## config.mk

```make
export PLATFORM = sky130hd
export DESIGN_NAME = fetch_unit_flat
export DESIGN_NICKNAME = d
export VERILOG_FILES = /design/src/rtl/riscv_pkg.sv /design/src/rtl/fetch_unit_if.sv /design/src/rtl/fetch_queue.sv /design/src/rtl/fetch_unit.sv /design/src/flat_wrapper.sv
export SDC_FILE = /design/constraint.sdc
export NUM_CORES = 1
export LEC_CHECK = 0
export CELL_PAD_IN_SITES_DETAIL_PLACEMENT = 0
export CELL_PAD_IN_SITES_GLOBAL_PLACEMENT = 2
export CORE_UTILIZATION = 37
export CTS_CLUSTER_DIAMETER = 150
export DETAILED_ROUTE_END_ITERATION = 16
export HOLD_SLACK_MARGIN = 0.02
export MAX_ROUTING_LAYER = met4
export PLACE_DENSITY = 0.89
export SLEW_MARGIN = 10
export SYNTH_ARGS = -nofsm -noshare
export SYNTH_HDL_FRONTEND = slang
export SYNTH_SLANG_ARGS = --single-unit
```

## constraint.sdc

```tcl
create_clock -name clk -period 13.2 [get_ports clk]
set_input_delay 2.64 -clock clk [delete_from_list [all_inputs] [get_ports clk]]
set_output_delay 2.64 -clock clk [all_outputs]
set_load 0.005 [all_outputs]
```

## src/rtl/riscv_pkg.sv

```systemverilog
// Shared RISC-V front-end definitions: word width, canonical NOP, default
// reset vector and the entry type carried through the fetch queue.
package riscv_pkg;

  localparam int XLEN = 32;
  localparam logic [XLEN-1:0] INST_NOP         = 32'h0000_0013;
  localparam logic [XLEN-1:0] DEFAULT_RESET_PC = 32'h0000_0000;

  typedef struct packed {
    logic [XLEN-1:0] inst;
    logic [XLEN-1:0] pc;
    logic            misalign;
  } fetch_entry_t;

  function automatic logic [XLEN-1:0] pc_incr(input logic [XLEN-1:0] pc);
    return pc + 32'd4;
  endfunction

endpackage

```

## src/rtl/fetch_unit_if.sv

```systemverilog
// Bundles the fetch stage's instruction-memory, redirect and decode-side
// handshake signals; master is the fetch stage, slave is its environment.
interface fetch_if;

  logic                        imem_req;
  logic [riscv_pkg::XLEN-1:0]  imem_addr;
  logic [riscv_pkg::XLEN-1:0]  imem_rdata;
  logic                        redirect_valid;
  logic [riscv_pkg::XLEN-1:0]  redirect_pc;
  logic                        out_valid;
  logic                        out_ready;
  logic [riscv_pkg::XLEN-1:0]  out_inst;
  logic [riscv_pkg::XLEN-1:0]  out_pc;
  logic                        out_misalign;

  modport master (
    output imem_req, imem_addr, out_valid, out_inst, out_pc, out_misalign,
    input  imem_rdata, redirect_valid, redirect_pc, out_ready
  );

  modport slave (
    input  imem_req, imem_addr, out_valid, out_inst, out_pc, out_misalign,
    output imem_rdata, redirect_valid, redirect_pc, out_ready
  );

endinterface

```

## src/rtl/fetch_queue.sv

```systemverilog
// Prefetch FIFO of fetch entries with push/pop/flush; a push in the flush
// cycle survives as the sole entry of the emptied queue.
module fetch_queue
  import riscv_pkg::*;
#(
  parameter int              QDEPTH   = 2,
  parameter logic [XLEN-1:0] RESET_PC = DEFAULT_RESET_PC
) (
  input  logic                     clk,
  input  logic                     reset,
  input  logic                     push,
  input  logic                     pop,
  input  logic                     flush,
  input  fetch_entry_t             din,
  output fetch_entry_t             head,
  output logic [$clog2(QDEPTH):0]  count
);

  localparam int              PW      = $clog2(QDEPTH);
  localparam logic [PW:0]     FULL    = QDEPTH[PW:0];
  localparam logic [PW-1:0]   PTR_ONE = PW'(1);
  localparam fetch_entry_t    RESET_ENTRY = '{inst: INST_NOP, pc: RESET_PC, misalign: 1'b0};

  fetch_entry_t  mem_q [QDEPTH];
  fetch_entry_t  mem_d [QDEPTH];
  logic [PW-1:0] wr_ptr_q, wr_ptr_d, rd_ptr_q, rd_ptr_d;
  logic [PW:0]   count_q, count_d;
  logic          push_ok, pop_ok;

  always_comb begin
    pop_ok   = pop && !flush && (count_q != '0);
    push_ok  = push && (flush || (count_q != FULL) || pop_ok);
    mem_d    = mem_q;
    wr_ptr_d = wr_ptr_q;
    rd_ptr_d = rd_ptr_q;
    count_d  = count_q;
    if (push_ok) begin
      mem_d[wr_ptr_q] = din;
      wr_ptr_d        = wr_ptr_q + PTR_ONE;
    end
    // Flush empties by moving the read pointer onto the write pointer.
    if (flush) begin
      rd_ptr_d = wr_ptr_q;
      count_d  = {{PW{1'b0}}, push_ok};
    end else begin
      if (pop_ok) rd_ptr_d = rd_ptr_q + PTR_ONE;
      count_d = count_q + {{PW{1'b0}}, push_ok} - {{PW{1'b0}}, pop_ok};
    end
  end

  always_ff @(posedge clk or posedge reset) begin
    if (reset) begin
      wr_ptr_q <= '0;
      rd_ptr_q <= '0;
      count_q  <= '0;
      for (int i = 0; i < QDEPTH; i++) mem_q[i] <= RESET_ENTRY;
    end else begin
      wr_ptr_q <= wr_ptr_d;
      rd_ptr_q <= rd_ptr_d;
      count_q  <= count_d;
      for (int i = 0; i < QDEPTH; i++) mem_q[i] <= mem_d[i];
    end
  end

  assign head  = mem_q[rd_ptr_q];
  assign count = count_q;

endmodule

```

## src/rtl/fetch_unit.sv

```systemverilog
// Instruction fetch stage: PC, epoch-tagged single outstanding imem read,
// prefetch queue to decode. Optional FETCH_MISALIGN_CHECK_EN faults bad targets.
module fetch_unit
  import riscv_pkg::*;
#(
  parameter logic [XLEN-1:0] RESET_PC = DEFAULT_RESET_PC,
  parameter int              QDEPTH   = 2
) (
  input  logic     clk,
  input  logic     reset,
  fetch_if.master  bus
);

  localparam int            CW    = $clog2(QDEPTH) + 1;
  localparam logic [CW-1:0] DEPTH = QDEPTH[CW-1:0];

  logic [XLEN-1:0] pc_q, pc_d, inflight_pc_q, inflight_pc_d, target;
  logic            epoch_q, epoch_d, inflight_q, inflight_d;
  logic            inflight_epoch_q, inflight_epoch_d, halt_q, halt_d;
  logic [CW-1:0]   count, occ;
  fetch_entry_t    head, push_entry;
  logic            req, pop, push, misalign_redirect;

  always_comb begin
`ifdef FETCH_MISALIGN_CHECK_EN
    misalign_redirect = bus.redirect_valid && (bus.redirect_pc[1:0] != 2'b00);
    target            = bus.redirect_pc;
`else
    misalign_redirect = 1'b0;
    target            = bus.redirect_pc & ~32'h3;
`endif
    bus.out_valid = (count != '0) && !bus.redirect_valid;
    pop           = bus.out_valid && bus.out_ready;
    // Occupancy after this cycle's pop plus the word still in flight must leave room.
    occ = count + {{(CW-1){1'b0}}, inflight_q} - {{(CW-1){1'b0}}, pop};
    req = !reset && !bus.redirect_valid && !halt_q && (occ < DEPTH);

    push       = inflight_q && (inflight_epoch_q == epoch_q) && !bus.redirect_valid;
    push_entry = '{inst: bus.imem_rdata, pc: inflight_pc_q, misalign: 1'b0};
    if (misalign_redirect) begin
      push       = 1'b1;
      push_entry = '{inst: INST_NOP, pc: bus.redirect_pc, misalign: 1'b1};
    end

    pc_d = pc_q;
    if (bus.redirect_valid) pc_d = target;
    else if (req)           pc_d = pc_incr(pc_q);
    epoch_d          = epoch_q ^ bus.redirect_valid;
    inflight_d       = req;
    inflight_pc_d    = pc_q;
    inflight_epoch_d = epoch_q;
    halt_d           = bus.redirect_valid ? misalign_redirect : halt_q;

    bus.imem_req     = req;
    bus.imem_addr    = pc_q;
    bus.out_inst     = head.inst;
    bus.out_pc       = head.pc;
    // Without the check no entry is ever pushed with misalign set.
    bus.out_misalign = head.misalign;
  end

  always_ff @(posedge clk or posedge reset) begin
    if (reset) begin
      pc_q             <= RESET_PC;
      epoch_q          <= 1'b0;
      inflight_q       <= 1'b0;
      inflight_epoch_q <= 1'b0;
      halt_q           <= 1'b0;
    end else begin
      pc_q             <= pc_d;
      epoch_q          <= epoch_d;
      inflight_q       <= inflight_d;
      inflight_epoch_q <= inflight_epoch_d;
      halt_q           <= halt_d;
    end
  end

  always_ff @(posedge clk) begin
    inflight_pc_q <= inflight_pc_d;
  end

  fetch_queue #(
    .QDEPTH   (QDEPTH),
    .RESET_PC (RESET_PC)
  ) u_queue (
    .clk   (clk),
    .reset (reset),
    .push  (push),
    .pop   (pop),
    .flush (bus.redirect_valid),
    .din   (push_entry),
    .head  (head),
    .count (count)
  );

endmodule

```

## src/flat_wrapper.sv

```systemverilog
// flat-port wrapper written by rule: the top's interface ports become plain ports
module fetch_unit_flat import riscv_pkg::*;
#(
  parameter logic [XLEN-1:0] RESET_PC = DEFAULT_RESET_PC,
  parameter int              QDEPTH   = 2
)
  (clk, reset, bus_imem_req, bus_imem_addr, bus_out_valid, bus_out_inst, bus_out_pc, bus_out_misalign, bus_imem_rdata, bus_redirect_valid, bus_redirect_pc, bus_out_ready);
  fetch_if bus_i ();
  input  logic clk;
  input  logic reset;
  output wire logic [$bits(bus_i.imem_req)-1:0] bus_imem_req;
  output wire logic [$bits(bus_i.imem_addr)-1:0] bus_imem_addr;
  output wire logic [$bits(bus_i.out_valid)-1:0] bus_out_valid;
  output wire logic [$bits(bus_i.out_inst)-1:0] bus_out_inst;
  output wire logic [$bits(bus_i.out_pc)-1:0] bus_out_pc;
  output wire logic [$bits(bus_i.out_misalign)-1:0] bus_out_misalign;
  input wire logic [$bits(bus_i.imem_rdata)-1:0] bus_imem_rdata;
  input wire logic [$bits(bus_i.redirect_valid)-1:0] bus_redirect_valid;
  input wire logic [$bits(bus_i.redirect_pc)-1:0] bus_redirect_pc;
  input wire logic [$bits(bus_i.out_ready)-1:0] bus_out_ready;
  assign bus_imem_req = bus_i.imem_req;
  assign bus_imem_addr = bus_i.imem_addr;
  assign bus_out_valid = bus_i.out_valid;
  assign bus_out_inst = bus_i.out_inst;
  assign bus_out_pc = bus_i.out_pc;
  assign bus_out_misalign = bus_i.out_misalign;
  assign bus_i.imem_rdata = bus_imem_rdata;
  assign bus_i.redirect_valid = bus_redirect_valid;
  assign bus_i.redirect_pc = bus_redirect_pc;
  assign bus_i.out_ready = bus_out_ready;
  fetch_unit #(.RESET_PC(RESET_PC), .QDEPTH(QDEPTH)) u_core (.clk(clk), .reset(reset), .bus(bus_i));
endmodule
```

# --- Word-level counts from Yosys, hierarchy flattened ---
# Cells that the tools add are included.
word_totals:
  regBits: 201
  input_bits: 68
  elab_cells: 58
  output_inout_bits: 99
classes:
  eq_ne: 2
  muxes: 11
  n_lt_le_gt_ge: 4
  reduce_logical: 17
  addsub: 7
  n_bitwise: 3
op_table:
  columns: ["op", "n"]
  rows:
  - ["$mux 65", 4]
  - ["$bwmux 130", 1]
  - ["$demux 65 s1", 1]
  - ["$mux 32", 2]
  - ["$add 32x3->32 const B", 1]
  - ["$logic_and 1x1->1", 10]
  - ["$reduce_bool 2->1", 3]
  - ["$add 2x1->2", 2]
  - ["$ge 2x2->1 const B", 2]
  - ["$not 1->2", 2]
  - ["$sub 2x1->2", 2]
  - ["$add 1x1->1 const B", 2]
  - ["$logic_not 1->1", 2]
  - ["$logic_or 1x1->1", 2]
  - ["$lt 2x1->1 const B", 1]
  - ["$lt 2x2->1 const B", 1]
  - ["$mux 1", 2]
  - ["$mux 2", 1]
  - ["$ne 2x2->1 const B", 1]
  - ["$eq 1x1->1", 1]
  - ["$xor 1x1->1", 1]

# --- Longest topological paths before layout ---
# Gate-level depths: netlist of run 1.
logic_depth:
  word_depth: 10
  mapped_depth: 9
  ltp_nobuf: 9

# --- Modules after synthesis ---
# A second synthesis of run 1 with hierarchy kept.
hier_totals:
  cells_unflattened: 705
  area_unflattened_um2: 9352.7
by_module_without_submodules:
  columns: ["module", "seq_area_each_um2", "instances", "area_each_um2", "cells_per_inst"]
  rows:
  - ["fetch_queue", 3360.7, 1, 6271.0, 370]
  - ["fetch_unit", 1426.4, 1, 3081.7, 335]

# --- Worst setup path after synthesis of run 1 ---
# OpenSTA, ideal clock, no wires.
synth_path:
  path_type: "in2reg"
  from: "in reset"
  to: "reg u_core.pc_q[20], in the netlist u_core.bus.imem_addr[20]"
  cell_stages: 5
  slack_ns: 5.186
  setup_time_ns: 0.126
  required_time_ns: 13.074
  arrival_time_ns: 7.888
  path_buffers: 0
  path_cell_list: "inv_1 -> nand2_1 -> or4_4 -> or2_0 -> a221o_1"
synth_between:
  elab_chain_len: 4
synth_lines:
  columns: ["item", "line", "rtl"]
  rows:
  - ["start, declared", "flat_wrapper.sv:10", "input logic reset;"]
  - ["$logic_not 1->1", "fetch_unit.sv:36", "req = !reset && !bus.redirect_valid && !halt_q && (occ < DEPTH);"]
  - ["$logic_and 1x1->1 (2 in series)", "fetch_unit.sv:36", null]
  - ["$reduce_bool 2->1 (no source line)", null, null]
  - ["end signal, assigned", "fetch_unit.sv:70", "pc_q <= pc_d;"]
  - ["end, declared", "fetch_unit.sv:17", "logic [XLEN-1:0] pc_q, pc_d, inflight_pc_q, inflight_pc_d, target;"]
# No other way between the ends.
# A chain may end at the register's enable or synchronous reset.

# --- Worst setup path after layout of run 1 ---
layout_path:
  from: "in bus_redirect_valid"
  to: "out bus_imem_req"
layout_between:
  elab_chain_len: 6
  elab_cells_between_ends: 7
  classes_between: "add/sub: 1; order compare: 1; reduce/logical: 5"
layout_lines:
  columns: ["item", "line", "rtl"]
  rows:
  - ["start, declared", "flat_wrapper.sv:18", "input wire logic [$bits(bus_i.redirect_valid)-1:0] bus_redirect_valid;"]
  - ["$logic_not 1->1 (*)", "fetch_unit.sv:32, fetch_unit.sv:36", null]
  - ["$logic_and 1x1->1", "fetch_unit.sv:32", "bus.out_valid = (count != '0) && !bus.redirect_valid;"]
  - ["$logic_and 1x1->1", "fetch_unit.sv:33", "pop = bus.out_valid && bus.out_ready;"]
  - ["$sub 2x1->2", "fetch_unit.sv:35", "occ = count + {{(CW-1){1'b0}}, inflight_q} - {{(CW-1){1'b0}}, pop};"]
  - ["$lt 2x2->1", "fetch_unit.sv:36", null]
  - ["$logic_and 1x1->1 (*)", "fetch_unit.sv:36", null]
  - ["end, declared", "flat_wrapper.sv:11", "output wire logic [$bits(bus_i.imem_req)-1:0] bus_imem_req;"]
# Every way passes the cells marked *; elsewhere a longest branch is shown, timed or not.

==> flow_summary.yaml, run 1 <==
placement:
  place_inst: 1017
  dp_hpwl_microns: 12400
  place_congestion: 0.808
  io_buffers: 159
clock_network:
  cts_tree: "done"
  numClockSinks: 191
  post_cts_resize_count: 0
  post_cts_buffers: 0
  clock_latency_ps: 420
  cts_htree_levels: 4
  cts_hold_buf: 0
  cts_root_buffer: "clkbuf_16"
  clock_path_buffers: 2
  cts.clk_slew.worst_paths_ps: 60
  numCtsBuffers: 17
sta:
  worst_pin_slew_ps: 967
  slew_violations: 0
  setup_tns_ps: 0
  post-route-period-util: 0.597
  hold_viol_final: 0
  slew_headroom: 0.355
  finalSetupViolCount: 0
  grt_setup_unrepaired: "no"
  max_freq_mhz: 127
  min_period_ps: 7880
  finClkSkew_ps: 10.3
setup_path:
  end_kind: "primary output"
  r2r_cells: 9
  cp.required_ps: 10560
  crit_arrival_ps: 5240
  worstPathMaxFanout: 62
  crit_path_start_kind: "input port"
  crit_type: "input port to primary output"
  reg2reg_setup_slack_ps: 10160
global_routing:
  antenna_found_initial: 0
  grtUsageMet1: 0.229
  grtUsageMet3: 0.0370
  track_usage: 0.178
  grt_max_degree: 101
  use_met2: 0.282
  grt_overflow: 0
  busiest_layer: "met2"
  grt_pass1_vias: 5504
  grt_pass1_wl_microns: 29700
logic_synthesis:
  synth_area_leaders: "dfrtp_1 48%, mux2_2 26%, dfxtp_1 7.4%"
  synthArstFlopShare: 0.843
  synth_cell_type_count: 46
  synth_flop_cell: "dfrtp_1"
  yosysSeqAreaShare: 0.571
  netlist_top_cells_count: "186 x mux2_2, 155 x dfrtp_1, 34 x nand2_1"
  syn_inst: 606
  yosysMostFrequentCell: "mux2_2"
  syn_area_sq_um: 8120
  yosysTopAreaCellShare: 0.478
  synth_largest_area_cell: "dfrtp_1"
  synth-edff-count: 0
  ys_ff_latch: 191
  syn_area_per_cell_sq_um: 13.4
  yosys_warnings: 0
floorplan:
  fp.dieW_microns: 150
  dieArea_sq_um: 22500
  rows: 53
  fp.dieH_microns: 150
  initial_core_util: 0.381
  io_pins: 167
  core_sq_um: 21300
power_and_ir_drop:
  p_leak_nw: 4.42
  powerDensity_nw_per_um2: 213
  peakVddDrop_uv: 75.9
routing:
  vias: 5269
  drtIter0Drc: 218
  drt_first_pass_iters: 4
  avgViaCountPerCell: 5.03
  routed_wl_microns: 18500
  drc: 0
  wire_per_inst_microns: 17.6
  ant_nets: 0
cells_and_area:
  num_antenna_cells: 0
  final_util: 0.496
  syn_to_final_growth_pct: 30.1
  layout-drive-gt1-share: 0.308
  fill_cells: 1828
  final_nets: 833
  stdcell_count: 1048
run_status:
  outcome: "finished clean"
hold_path:
  hold_depth: 0
  hp-class: "flip-flop to flip-flop"
run:
  maxCapViolCount: 0
flip-flops by register name (all words and copies together), names as in the netlist:
name,flops
u_core.u_queue.mem_q,124
u_core.bus.imem_addr,30
u_core.inflight_pc_q,30
u_core.u_queue.count,2
u_core.epoch_q,1
u_core.inflight_epoch_q,1
u_core.inflight_q,1
u_core.u_queue.rd_ptr_q,1
u_core.u_queue.wr_ptr_q,1
layout by cell type (no fill, tap or decap), drive strengths merged, types with 6 or more instances in the layout:
master | Yosys | routed
o21ai | 22 | 22
xor2 | 9 | 9
xnor2 | 15 | 15
clkbuf | 7 | 22
clkdlybuf4s50 | 0 | 158
mux2 | 186 | 186
dfstp | 6 | 6
nand2 | 34 | 34
dfrtp | 155 | 155
inv | 5 | 8
nor3 | 8 | 8
nor2 | 16 | 16
and4 | 8 | 8
dfxtp | 30 | 30
nand4 | 12 | 12
nand3 | 12 | 12
metrics by stage:
stage          instance area (sq um)  hold WS (ps)  power [W]  setup WS (ps)
2_1_floorplan                   8130           404    0.00133           5190
3_3_place_gp                    9970           423    0.00171           5390
3_5_place_dp                    9970           419    0.00175           5320
4_1_cts                        10600           435    0.00228           5300
5_1_grt                        10600           459    0.00239           5110
6_report                       10600           433    0.00225           5320
worst paths after layout:
path / end / from
setup / recovery: bus_imem_req / bus_redirect_valid
hold / removal: u_core.inflight_epoch_q / u_core.epoch_q
setup reg to reg: u_core.bus.imem_addr[30] / u_core.u_queue.count[1]
hold reg to reg: u_core.inflight_epoch_q / u_core.epoch_q
max in group asynchronous: u_core.u_queue.rd_ptr_q / reset
min in group asynchronous: u_core.u_queue.mem_q[12] / reset
layer usage:
metal	vias to the layer above	routed length, microns
li1	2474	-
met1	2649	8570
met2	134	8900
met3	12	811
met4	0	209
met5	-	0
worst max-delay path: stages:
cell and delay [ps]:
buf_2 70, buf_4 460, nor2_1 140, and2_1 220, ha_1 220, xor2_2 320, xor2_2 490, nor3_1 130
clkdlybuf4s50_1 520
cells by family after synthesis:
| group | Yosys count | synth area share |
|---|---|---|
| compound gates | 38 | 0.0294 |
| mux | 188 | 0.260 |
| flops | 191 | 0.571 |
| fa+ha+maj | 4 | 0.00616 |
| simple gates | 124 | 0.0829 |
| xor+xnor | 24 | 0.0287 |
| other cells | 1 | 0.000462 |
| buf+inv | 36 | 0.0208 |
final cells by class:
cell class | instances | area, sq um | area share
Sequential cell | 191 | 4640 | 0.439
Clock inverter | 9 | 134 | 0.0127
Inverter | 5 | 23.8 | 0.00225
Tap cell | 275 | 344 | 0.0326
Timing Repair Buffer | 163 | 1620 | 0.153
Clock buffer | 22 | 464 | 0.0439
Multi-Input combinational cell | 383 | 3340 | 0.316
power breakdown:
| group | internal, W | leakage (nW) | switching, W | total [W] |
|---|---|---|---|---|
| registers | 0.000800 | 2.23 | 0.000125 | 0.000925 |
| logic | 0.000541 | 1.90 | 0.000262 | 0.000803 |
| clock network | 0.000309 | 0.291 | 0.000215 | 0.000524 |
(Power assumes the default switching activity.)
==> run 2, diff against run 1 <==
--- a/config.mk
+++ b/config.mk
@@ -7,12 +7,12 @@
 export LEC_CHECK = 0
 export CELL_PAD_IN_SITES_DETAIL_PLACEMENT = 0
 export CELL_PAD_IN_SITES_GLOBAL_PLACEMENT = 2
-export CORE_UTILIZATION = 37
+export CORE_UTILIZATION = 35
 export CTS_CLUSTER_DIAMETER = 150
 export DETAILED_ROUTE_END_ITERATION = 16
 export HOLD_SLACK_MARGIN = 0.02
 export MAX_ROUTING_LAYER = met4
-export PLACE_DENSITY = 0.89
+export PLACE_DENSITY = 0.85
 export SLEW_MARGIN = 10
 export SYNTH_ARGS = -nofsm -noshare
 export SYNTH_HDL_FRONTEND = slang
==> constraint.sdc (replaced) <==
create_clock -name clk -period 8 [get_ports clk]
set_input_delay 1.6 -clock clk [delete_from_list [all_inputs] [get_ports clk]]
set_output_delay 1.6 -clock clk [all_outputs]
set_load 0.005 [all_outputs]
==> run 2 against run 1 <==
Effect of this change: sequential cell count unchanged; routed wire length increased by 0.54%; setup slack got worse by 2800 ps; final cell count increased by 1.0%; clock skew increased by 2.8 ps; sequential share of layout area about the same; highest routed layer unchanged.
==> flow_summary.yaml, run 2 (synthesized netlist as in run 1, its figures left out) <==
run_status:
  outcome: "finished clean"
power_and_ir_drop:
  switching_share: 0.280
  power_switching_w: 0.00103
  powerDensity_nw_per_um2: 349
  pwr-share-seq: 0.415
  combPwrFrac: 0.358
  p_clk_frac: 0.227
  p_leak_nw: 4.42
  peakVddDrop_uv: 109
  p_int_w: 0.00266
sta:
  finClkSkew_ps: 13.0
  slew_headroom: 0.385
  finalSetupViolCount: 0
  min_period_ps: 5500
  post-route-period-util: 0.687
  slew_violations: 0
  holdWs_ps: 458
  grt_setup_unrepaired: "no"
  worst_pin_slew_ps: 923
  setup_tns_ps: 0
  hold_viol_final: 0
  max_freq_mhz: 182
setup_path:
  worstPathMaxFanout: 10
  crit_path_start_kind: "input port"
  end_kind: "primary output"
  r2r_cells: 9
  crit_type: "input port to primary output"
  cp.required_ps: 6400
  crit_arrival_ps: 3900
  reg2reg_setup_slack_ps: 5110
routing:
  drtIter0Drc: 228
  avgViaCountPerCell: 5.02
  wire_per_inst_microns: 17.6
  routed_wl_microns: 18600
  ant_nets: 0
  vias: 5319
  drt_first_pass_iters: 4
  drc: 0
clock_network:
  cts_tree: "done"
  clock_latency_ps: 430
  post_cts_buffers: 0
  numCtsBuffers: 17
  cts_root_buffer: "clkbuf_16"
  post_cts_resize_count: 0
  clock_path_buffers: 2
  cts_hold_buf: 0
  numClockSinks: 191
  cts.clk_slew.worst_paths_ps: 70
  cts_htree_levels: 4
hold_path:
  hp-class: "flip-flop to flip-flop"
  hold_depth: 0
floorplan:
  fp.dieH_microns: 154
  fp.dieW_microns: 154
  dieArea_sq_um: 23800
  rows: 55
  initial_core_util: 0.358
  core_sq_um: 22700
  io_pins: 167
cells_and_area:
  layout-drive-gt1-share: 0.310
  top_register: "u_core.u_queue.mem_q"
  largest_reg_flops: 124
  fill_cells: 2052
  fin_area_sq_um: 10600
  layout_commonest_cell: "mux2_2"
  syn_to_final_growth_pct: 30.1
  final_cell_mix: "186 x mux2_2, 158 x clkdlybuf4s50_1, 154 x dfrtp_1, 33 x nand2_1, 30 x dfxtp_1"
  final_nets: 833
  num_antenna_cells: 0
global_routing:
  grt_max_degree: 95
  grt_overflow: 0
  track_usage: 0.167
  grt_pass1_vias: 5682
  antenna_found_initial: 0
  grt_pass1_wl_microns: 29900
run:
  maxCapViolCount: 0
placement:
  placed_area_sq_um: 9980
  io_buffers: 159
  dp_hpwl_microns: 12500
  place_congestion: 0.815
-- run 2: cell count changes in the layout (fill, tap and decap cells not counted), sizes merged --
cell	change
clkbuf	-3
inv	+4
clkinv	+3
clkinvlp	-1
bufinv	-2
-- run 2: power groups by stage --
| stage | Combinational (W) | Clock, W | Sequential, W |
|---|---|---|---|
| after floorplan | 0.000733 | 0 | 0.00146 |
| after global placement | 0.00131 | 0 | 0.00152 |
| after detailed placement | 0.00134 | 0 | 0.00155 |
| after CTS | 0.00135 | 0.000861 | 0.00153 |
| after global routing | 0.00142 | 0.000902 | 0.00158 |
| final | 0.00132 | 0.000839 | 0.00153 |
-- run 2: worst max-delay path, stage by stage --
cell             delay (ps)
clkdlybuf4s50_1         490
and2_1                  170
ha_1                    200
xor2_2                  320
xor2_2                  240
nor3_1                  300
clkdlybuf4s50_1         570
-- run 2: final timing paths --
kind	endpoint	startpoint
min in group asynchronous	u_core.bus.imem_addr[19]	reset
setup / recovery	bus_imem_req	bus_out_ready
max in group asynchronous	u_core.u_queue.rd_ptr_q	reset
hold reg to reg	u_core.inflight_epoch_q	u_core.epoch_q
setup reg to reg	u_core.bus.imem_addr[30]	u_core.u_queue.count[1]
hold / removal	u_core.inflight_epoch_q	u_core.epoch_q
-- run 2: per-stage QoR --
stage	power, W	setup slack, ps	cells	utilization
floorplan	0.00219	1030	610	-
global placement	0.00283	2570	1027	0.439
detailed placement	0.00289	2550	1027	0.439
CTS	0.00374	2530	1059	0.465
global route	0.00390	2400	1059	0.465
finish	0.00369	2500	1059	0.465
-- run 2: cell type report --
type | instances | area, sq um | area share
Multi-Input combinational cell | 383 | 3340 | 0.317
Inverter | 5 | 23.8 | 0.00225
Tap cell | 285 | 357 | 0.0338
Sequential cell | 191 | 4640 | 0.439
Timing Repair Buffer | 163 | 1620 | 0.153
Clock inverter | 13 | 146 | 0.0139
Clock buffer | 19 | 433 | 0.0410
-- run 2: routing by layer --
metal	GRT usage	part of all wire	wire length (microns)	vias to the layer above
li1	-	-	-	2486
met2	0.273	0.49	9050	144
met3	0.0339	0.039	732	12
met1	0.209	0.46	8620	2677
met4	0.0523	0.010	187	0
met5	-	0	0	-
